**src/rtl/ibex_pin_bus_pkg.sv**
```systemverilog
// Shared types for the Ibex pin-limited memory link.
// State/source enums, header field positions, header helper.
package ibex_pin_bus_pkg;

  typedef enum logic [2:0] {
    StIdle,
    StHdr,
    StAddr,
    StWdata,
    StRdata,
    StResp
  } state_e;

  typedef enum logic {
    SrcInstr = 1'b0,
    SrcData  = 1'b1
  } src_e;

  localparam int unsigned HdrWeBit     = 7;
  localparam int unsigned HdrSrcBit    = 6;
  localparam int unsigned BeatsPerWord = 4;

  function automatic logic [7:0] hdr_byte(
    input logic       we,
    input src_e       src,
    input logic [3:0] be
  );
    logic [7:0] h;
    h            = '0;
    h[HdrWeBit]  = we;
    h[HdrSrcBit] = src;
    h[3:0]       = be;
    return h;
  endfunction

endpackage

```
**src/rtl/ibex_pin_bus_arb_rr.sv**
```systemverilog
// Source select: data first, instr after StarveLimit data grants.
// Ports: en_i (arbiter idle), req inputs, one-hot gnt_o.
module ibex_pin_bus_rr
  import ibex_pin_bus_pkg::*;
#(
  parameter int unsigned StarveLimit = 4
) (
  input  logic       clk_i,
  input  logic       rst_ni,
  input  logic       en_i,
  input  logic       instr_req_i,
  input  logic       data_req_i,
  output logic [1:0] gnt_o
);

  localparam int unsigned CntW = $clog2(StarveLimit + 2);
  typedef logic [CntW-1:0] cnt_t;
  localparam cnt_t Limit = cnt_t'(StarveLimit);

  cnt_t cnt_q, cnt_d;
  logic starved;

  always_comb begin
    starved = (cnt_q == Limit) && instr_req_i;
    gnt_o   = 2'b00;
    if (en_i) begin
      if (data_req_i && !starved) begin
        gnt_o[SrcData] = 1'b1;
      end else if (instr_req_i) begin
        gnt_o[SrcInstr] = 1'b1;
      end
    end

    // Count only data grants that made a waiting fetch wait longer.
    cnt_d = cnt_q;
    if (gnt_o[SrcInstr]) begin
      cnt_d = '0;
    end else if (gnt_o[SrcData]) begin
      if (!instr_req_i) begin
        cnt_d = '0;
      end else if (cnt_q != Limit) begin
        cnt_d = cnt_q + cnt_t'(1);
      end
    end
  end

  always_ff @(posedge clk_i or negedge rst_ni) begin
    if (!rst_ni) begin
      cnt_q <= '0;
    end else begin
      cnt_q <= cnt_d;
    end
  end

endmodule

```
**src/rtl/ibex_pin_bus_arb.sv**
```systemverilog
// Serializes Ibex instr/data accesses onto a byte-wide pad link.
// Ports: Ibex instr/data req-gnt-rvalid, pad out/in streams, busy.
module ibex_pin_bus_arb
  import ibex_pin_bus_pkg::*;
#(
  parameter int unsigned StarveLimit = 4
) (
  input  logic        clk_i,
  input  logic        rst_ni,
  input  logic        instr_req_i,
  output logic        instr_gnt_o,
  output logic        instr_rvalid_o,
  input  logic [31:0] instr_addr_i,
  output logic [31:0] instr_rdata_o,
  output logic        instr_err_o,
  input  logic        data_req_i,
  output logic        data_gnt_o,
  output logic        data_rvalid_o,
  input  logic        data_we_i,
  input  logic [3:0]  data_be_i,
  input  logic [31:0] data_addr_i,
  input  logic [31:0] data_wdata_i,
  output logic [31:0] data_rdata_o,
  output logic        data_err_o,
  output logic        pad_out_valid_o,
  input  logic        pad_out_ready_i,
  output logic [7:0]  pad_out_data_o,
  input  logic        pad_in_valid_i,
  input  logic [7:0]  pad_in_data_i,
  input  logic        pad_in_err_i,
  output logic        busy_o
);

  localparam logic [1:0] LastBeat = 2'(BeatsPerWord - 1);

  state_e      state_q, state_d;
  src_e        src_q, src_d;
  logic        we_q, we_d;
  logic [3:0]  be_q, be_d;
  logic [31:0] addr_q, addr_d;
  logic [31:0] wdata_q, wdata_d;
  logic [31:0] rdata_q, rdata_d;
  logic        err_q, err_d;
  logic [1:0]  cnt_q, cnt_d;
  logic        oval_q, oval_d;
  logic [7:0]  odat_q, odat_d;

  logic [1:0]  gnt;
  logic        idle;
  logic        hs;
  logic        last;

  assign idle = (state_q == StIdle);
  assign hs   = oval_q & pad_out_ready_i;
  assign last = (cnt_q == LastBeat);

  ibex_pin_bus_rr #(
    .StarveLimit (StarveLimit)
  ) u_rr (
    .clk_i       (clk_i),
    .rst_ni      (rst_ni),
    .en_i        (idle),
    .instr_req_i (instr_req_i),
    .data_req_i  (data_req_i),
    .gnt_o       (gnt)
  );

  always_comb begin
    state_d = state_q;
    src_d   = src_q;
    we_d    = we_q;
    be_d    = be_q;
    addr_d  = addr_q;
    wdata_d = wdata_q;
    rdata_d = rdata_q;
    err_d   = err_q;
    cnt_d   = cnt_q;
    oval_d  = oval_q;
    odat_d  = odat_q;

    unique case (state_q)
      StIdle: begin
        if (gnt[SrcData]) begin
          src_d   = SrcData;
          we_d    = data_we_i;
          be_d    = data_be_i;
          addr_d  = data_addr_i;
          wdata_d = data_wdata_i;
        end else if (gnt[SrcInstr]) begin
          src_d   = SrcInstr;
          we_d    = 1'b0;
          be_d    = 4'hF;
          addr_d  = instr_addr_i;
          wdata_d = '0;
        end
        if (|gnt) begin
          rdata_d = '0;
          err_d   = 1'b0;
          cnt_d   = '0;
          oval_d  = 1'b1;
          odat_d  = hdr_byte(we_d, src_d, be_d);
          state_d = StHdr;
        end
      end
      StHdr: begin
        if (hs) begin
          odat_d  = addr_q[7:0];
          cnt_d   = '0;
          state_d = StAddr;
        end
      end
      StAddr: begin
        if (hs) begin
          if (last) begin
            cnt_d = '0;
            if (we_q) begin
              odat_d  = wdata_q[7:0];
              state_d = StWdata;
            end else begin
              oval_d  = 1'b0;
              odat_d  = '0;
              state_d = StRdata;
            end
          end else begin
            cnt_d  = cnt_q + 2'd1;
            odat_d = addr_q[{cnt_d, 3'b000} +: 8];
          end
        end
      end
      StWdata: begin
        if (hs) begin
          if (last) begin
            cnt_d   = '0;
            oval_d  = 1'b0;
            odat_d  = '0;
            state_d = StResp;
          end else begin
            cnt_d  = cnt_q + 2'd1;
            odat_d = wdata_q[{cnt_d, 3'b000} +: 8];
          end
        end
      end
      StRdata: begin
        if (pad_in_valid_i) begin
          // LSB arrives first, so shift down from the top.
          rdata_d = {pad_in_data_i, rdata_q[31:8]};
          err_d   = err_q | pad_in_err_i;
          if (last) begin
            cnt_d   = '0;
            state_d = StResp;
          end else begin
            cnt_d = cnt_q + 2'd1;
          end
        end
      end
      StResp: begin
        state_d = StIdle;
      end
      default: begin
        state_d = StIdle;
      end
    endcase
  end

  always_ff @(posedge clk_i or negedge rst_ni) begin
    if (!rst_ni) begin
      state_q <= StIdle;
      src_q   <= SrcInstr;
      we_q    <= 1'b0;
      be_q    <= '0;
      addr_q  <= '0;
      wdata_q <= '0;
      rdata_q <= '0;
      err_q   <= 1'b0;
      cnt_q   <= '0;
      oval_q  <= 1'b0;
      odat_q  <= '0;
    end else begin
      state_q <= state_d;
      src_q   <= src_d;
      we_q    <= we_d;
      be_q    <= be_d;
      addr_q  <= addr_d;
      wdata_q <= wdata_d;
      rdata_q <= rdata_d;
      err_q   <= err_d;
      cnt_q   <= cnt_d;
      oval_q  <= oval_d;
      odat_q  <= odat_d;
    end
  end

  assign instr_gnt_o     = gnt[SrcInstr];
  assign data_gnt_o      = gnt[SrcData];
  assign instr_rvalid_o  = (state_q == StResp) && (src_q == SrcInstr);
  assign data_rvalid_o   = (state_q == StResp) && (src_q == SrcData);
  assign instr_rdata_o   = instr_rvalid_o ? rdata_q : '0;
  assign data_rdata_o    = data_rvalid_o ? rdata_q : '0;
  assign instr_err_o     = instr_rvalid_o & err_q;
  assign data_err_o      = data_rvalid_o & err_q;
  assign pad_out_valid_o = oval_q;
  assign pad_out_data_o  = odat_q;
  assign busy_o          = !idle;

endmodule

```
**config.mk**
```make
export PLATFORM = sky130hd
export DESIGN_NAME = ibex_pin_bus_arb
export DESIGN_NICKNAME = d
export VERILOG_FILES = /design/src/rtl/ibex_pin_bus_pkg.sv /design/src/rtl/ibex_pin_bus_arb_rr.sv /design/src/rtl/ibex_pin_bus_arb.sv
export SDC_FILE = /design/constraint.sdc
export NUM_CORES = 1
export LEC_CHECK = 0
export ABC_CLOCK_PERIOD_IN_PS = 5600
export CORE_ASPECT_RATIO = 1.4
export CORE_MARGIN = 5
export CORE_UTILIZATION = 42
export CTS_BUF_LIST = sky130_fd_sc_hd__clkbuf_8
export DETAILED_ROUTE_END_ITERATION = 8
export HOLD_SLACK_MARGIN = 0.08
export PLACE_DENSITY = 0.79
export SYNTH_ARGS = -nofsm -noshare
export SYNTH_HDL_FRONTEND = slang
export SYNTH_HIERARCHICAL = 1
export SYNTH_SLANG_ARGS = --single-unit
```
**constraint.sdc**
```tcl
create_clock -name clk_i -period 5.6 [get_ports clk_i]
set_clock_uncertainty 0.2 [all_clocks]
set_input_delay 0.56 -clock clk_i [delete_from_list [all_inputs] [get_ports clk_i]]
set_output_delay 0.56 -clock clk_i [all_outputs]
set_load 0.03 [all_outputs]
```
==> results of run 1 <==
## synthesized netlist by cell type (2+ instances only)
cell type and instances:
buf_2 17, inv_1 14, o21ai_0 36, a221oi_1 8
o21ai_1 5, nor3_1 2, mux4_1 7, clkbuf_1 23
a2111oi_0 5, mux4_2 9, mux2i_1 34, a22o_1 71
buf_1 3, nor2b_1 4, o31a_1 2, a21oi_1 11
dfrtp_1 116, and3_1 4, ha_1 3, and2_1 68
a22oi_1 4, nor2_1 15, o31ai_1 2, nand2_1 41
## routing by layer
layer,part of all wire (%),wire length [microns],GRT usage (%),up-vias
li1,-,-,-,2283
met1,39,6150,23.8,2371
met2,52,8270,34.3,214
met3,7.0,1100,4.66,22
met4,2.0,324,6.86,0
met5,0,0,0,-
## worst max-delay path, cell delays in order, from the launching register on
cell and delay, ns:
dfrtp_1 0.73, or3_4 0.52, inv_1 0.19, and2_2 0.22, buf_4 0.50, clkdlybuf4s50_1 0.80
## cell type report
| cell class | instances | area share [%] |
|---|---|---|
| well taps | 185 | 2.77 |
| flip-flops and latches | 116 | 34.8 |
| inverters | 14 | 0.630 |
| multi-input cells | 352 | 32.6 |
| repair buffers | 202 | 24.0 |
| clock buffers | 20 | 3.30 |
| clock inverters | 10 | 1.89 |
## stage by stage
step                      cell area, sq um  setup slack, ns  power [uW]
final                                 8350             1.44        3570
after global routing                  8350             1.25        3780
after CTS                             8350             1.44        3590
after detailed placement              7900             1.79        2760
after global placement                7900             2.02        2690
after floorplan                       5850             2.48        2280
## registers in the layout, indices dropped and copies added (netlist names)
| register | flops |
|---|---|
| addr_q | 32 |
| rdata_q | 32 |
| wdata_q | 32 |
| pad_out_data_o | 8 |
| state_q | 3 |
| u_rr/cnt_q | 3 |
| cnt_q | 2 |
| err_q | 1 |
| pad_out_valid_o | 1 |
| src_q | 1 |
| we_q | 1 |
## path summary, 6_finish.rpt
| path | endpoint | depth (start not counted) |
|---|---|---|
| setup / recovery | data_gnt_o | 5 |
| hold / removal | addr_q[19] | 2 |
| setup reg to reg | wdata_q[29] | 7 |
| hold reg to reg | addr_q[19] | 2 |
| max in group asynchronous | rdata_q[29] | 3 |
| min in group asynchronous | u_rr/cnt_q[1] | 2 |
## cells by family (layout without fill, tap and decap cells)
group / after synthesis / count (layout) / synth area share, %
buf+inv: 58 / 246 / 4.21
compound gates: 154 / 154 / 19.7
simple gates: 145 / 145 / 13.5
mux: 50 / 50 / 12.4
fa+ha+maj: 3 / 3 / 0.641
flops: 116 / 116 / 49.6
## power breakdown
part | switching [uW] | total [uW] | internal, uW
logic | 661 | 1340 | 682
registers | 253 | 1390 | 1140
clock network | 319 | 832 | 513
==> results.md, run 1 <==
* Outcome: finished clean
* HP Class: flop to flop
* Drt first pass iters at 6
* Clk slew on worst S/H paths at 0.06 ns
* Yosys reg bits at 116
* VDD IR max at 206 uV
* Final core utilization at 60.6%
* Period utilization at 74.3%
* Fillers at 1180
* CTS resizes at 0
* Critical path arrival at 3.40 ns
* Post-synthesis sequential area ratio at 49.6%
* Most frequent cells in the layout: clkdlybuf4s50_1 (194), dfrtp_1 (116), a22o_1 (71)
* RSZ-0062 raised after global routing: no
* Largest net degree at the start of global routing at 67
* Syn Area/Cell at 11.1 sq um
* TNS Setup at 0 ns
* Crit Reg-Reg Startpoint: state_q[2]
* Setup slack, reg-to-reg at 1.75 ns
* Die Width at 110 microns
* CP startpoint: state_q[2]
* GPL Wtd Cong at 0.796
* Slew @ Worst Pin at 1.39 ns
* Leading cell type in the layout, fill and taps excluded: clkdlybuf4s50_1
* Worst EP required at 4.84 ns
* CTS sink cnt at 116
* Initial core utilization at 42.5%
* Iteration-0 DRC Markers at 314
* TritonCTS Buffers at 17
* Hpwl dp at 12000 microns
* Async set or reset register ratio after synthesis at 100%
* Synth warn at 6
* Post-CTS setup buffer count at 0
* Largest cells by area after synthesis: dfrtp_1 (50%), a22o_1 (11%), and2_1 (7.3%)
* Ant diodes at 0
* Inst Count DP at 868
* Max-cap violation count at 0
* H-tree depth at 4
* Predominant post-synthesis flop cell: dfrtp_1
* Final ANT Viol Nets at 0
* Pleak at 0.00359 uW
* Fin Hold WS at 0.280 ns
* Die ar. at 16400 sq um
* Synth cell types at 46
* # DRC at 0
* Final Non-Filler Cells at 899
* Endpoints failing hold at 0
* Setup violations, final at 0
* Slew Limit Headroom at 6.07%
* Synth Instances at 526
* Area occupied by registers at 2900 sq um
* Via count at 4890
* IO buf count at 195
* Root Driver: clkbuf_8
* Syn Nets at 645
* PD cells at 427 nW/um^2
* I/O pin cnt at 196
* Number of global-route vias before repair at 4997
* Cts hold-fix bufs at 1
* Layout area overhead at 42.6%
* Top cell type's share of synthesized area at 49.6%
* Area of the multi-input gates at 2720 sq um
* Netlist Area Pre-Place at 5850 sq um
* Via density per instance at 5.44
* Die height at 150 microns
* DR WL/cell at 17.6 microns
* Tot GR Track Use at 19.8%
* Layout cells sized above 1 at 7.56%
* Core Box Area at 13800 sq um
* Clock latency on the worst-skew pair at 0.43 ns
* F_max at 240 MHz
* Yosys top cell by area: dfrtp_1
* Initial antenna violation count at 0
* Min-delay src: addr_q[19]
* # rows at 51
* Gr ovfl total at 0
* Crit start category: flop
* Fin nets at 822
* Clock tree buffer depth at 2
* Slew Viols, Final at 0
* CP Capture Type: output port
* Post-synth EDFFs at 0
* Total wire length at 15900 microns
* Crit path kind: flop to output port
* First-pass GRT wire length at 25200 microns
* Worst Path Max Fanout at 39
* Tmin final at 4.16 ns
* CTS tree: built
Power figures use the tool's default switching activity.
==> run 2, diff against run 1 <==
Settings changed: ABC_CLOCK_PERIOD_IN_PS 5600 to 4100.
Clock period 5.6 ns to 4.1 ns, I/O delays scaled along.
==> run 2 against run 1 <==
  * Design area is 0.51% higher
  * Sequential share of layout area is 0.18 points lower
  * Register-to-register slack worse by 0.98 ns
  * Largest power group unchanged
  * Highest routed layer unchanged
  * Final cell count is 0.67% higher
  * Worst hold slack better by 0.0031 ns
==> results.md, run 2 (synthesis results as in run 1) <==
* Outcome: finished clean
* Fin nets at 826
* Max-cap violation count at 0
* Switching share of power at 35.4%
* Setup violations, final at 0
* Layout area overhead at 43.3%
* Period utilization at 89.0%
* Most frequent cells in the layout: clkdlybuf4s50_1 (194), dfrtp_1 (116), a22o_1 (71)
* CTS resizes at 0
* PD cells at 578 nW/um^2
* Endpoints failing hold at 0
* VDD IR max at 282 uV
* Share of power burned in the clock network at 22.7%
* Hpwl dp at 12200 microns
* Ant diodes at 0
* Worst EP required at 3.49 ns
* Slew Viols, Final at 0
* Die height at 150 microns
* Final Non-Filler Cells at 905
* Total wire length at 16000 microns
* # rows at 51
* I/O pin cnt at 196
* Root Driver: clkbuf_8
* Critical path arrival at 3.04 ns
* Initial core utilization at 42.5%
* Comb power frac at 38.4%
* H-tree depth at 4
* Cell area after layout at 8390 sq um
* CTS sink cnt at 116
* Pre-CTS setup slack at 0.825 ns
* Clock latency on the worst-skew pair at 0.43 ns
* Slew @ Worst Pin at 0.913 ns
* Die Width at 110 microns
* TritonCTS Buffers at 17
* Area after DPL at 7960 sq um
* RSZ-0062 raised after global routing: no
* GPL Wtd Cong at 0.838
* Crit path kind: flop to output port
* Crit start category: flop
* F_max at 274 MHz
* Via density per instance at 5.38
* Worst Path Max Fanout at 34
* Tot GR Track Use at 20.0%
* Cts hold-fix bufs at 1
* CTS tree: built
* Biggest regs: addr_q: 32 flops, rdata_q: 32 flops, wdata_q: 32 flops
* Largest net degree at the start of global routing at 71
* Post-CTS setup buffer count at 0
* First-pass GRT wire length at 25400 microns
* TNS Setup at 0 ns
* Inst Count DP at 872
* Final ANT Viol Nets at 0
* Clock tree buffer depth at 2
* Sw Pwr at 1720 uW
* # DRC at 0
* HP Class: flop to flop
* DR WL/cell at 17.7 microns
* IO buf count at 195
* Gr ovfl total at 0
* Sequential share of power at 38.8%
* Iteration-0 DRC Markers at 258
* Leading cell type in the layout, fill and taps excluded: clkdlybuf4s50_1
* Initial antenna violation count at 0
* CP Capture Type: output port
* Clk slew on worst S/H paths at 0.07 ns
* Pleak at 0.00361 uW
* Drt first pass iters at 4
* Internal at 3130 uW
* Slew Limit Headroom at 39.1%
* Layout cells sized above 1 at 8.33%
* Number of global-route vias before repair at 5045
* Core Box Area at 13800 sq um
* Final WS setup at 0.449 ns
* Die ar. at 16400 sq um
* Fin Hold WS at 0.283 ns
* Via count at 4868
* Tmin final at 3.65 ns
-- run 2: changes by cell type in the layout (fill, tap and decap cells not counted), sizes merged --
cell,previous run,this run
buf,7,11
bufinv,4,3
clkinvlp,1,4
clkbuf,20,19
inv,16,17
-- run 2: metal layers --
layer  share of wire [%]  vias to the layer above  track usage (%)
met1                  39                     2353             23.6
met4                 2.5                        0             9.05
met5                   0                        -                0
li1                    -                     2294                -
met3                 6.2                       23             3.15
met2                  53                      198             35.1
-- run 2: path summary, 6_finish.rpt --
check / start / end / slack [ns] / depth (start not counted)
setup / recovery: state_q[0] / data_rdata_o[29] / 0.45 / 4
hold / removal: addr_q[10] / addr_q[10] / 0.28 / 2
setup reg to reg: state_q[1] / pad_out_data_o[1] / 0.77 / 8
hold reg to reg: addr_q[10] / addr_q[10] / 0.28 / 2
max in group asynchronous: rst_ni / addr_q[15] / 2.48 / 3
min in group asynchronous: rst_ni / wdata_q[0] / 0.46 / 2
-- run 2: per-stage QoR --
step	utilization [%]	power, uW
after floorplan	-	3120
after global placement	57.7	3690
after detailed placement	57.7	3780
after CTS	60.9	4900
after global routing	60.9	5150
final	60.9	4850
-- run 2: power groups by stage --
stage,combinational [uW],sequential (uW),clock (uW)
after detailed placement,1880,1900,0
final,1860,1880,1100
after global routing,2040,1930,1180
after CTS,1890,1880,1130
after floorplan,1290,1820,0
after global placement,1820,1870,0
-- run 2: final cells by class --
cell class              instances  area (sq um)
inverters                      14          52.6
well taps                     185           231
flip-flops and latches        116          2900
multi-input cells             352          2720
clock buffers                  19           262
clock inverters                13           159
repair buffers                206          2060
fillers                      1128          5390
-- run 2: worst max-delay path, cell delays in order, from the launching register on --
cell	delay, ns
dfrtp_1	0.66
nor2b_1	0.27
and3_1	0.75
and2_1	0.24
clkdlybuf4s50_1	0.68
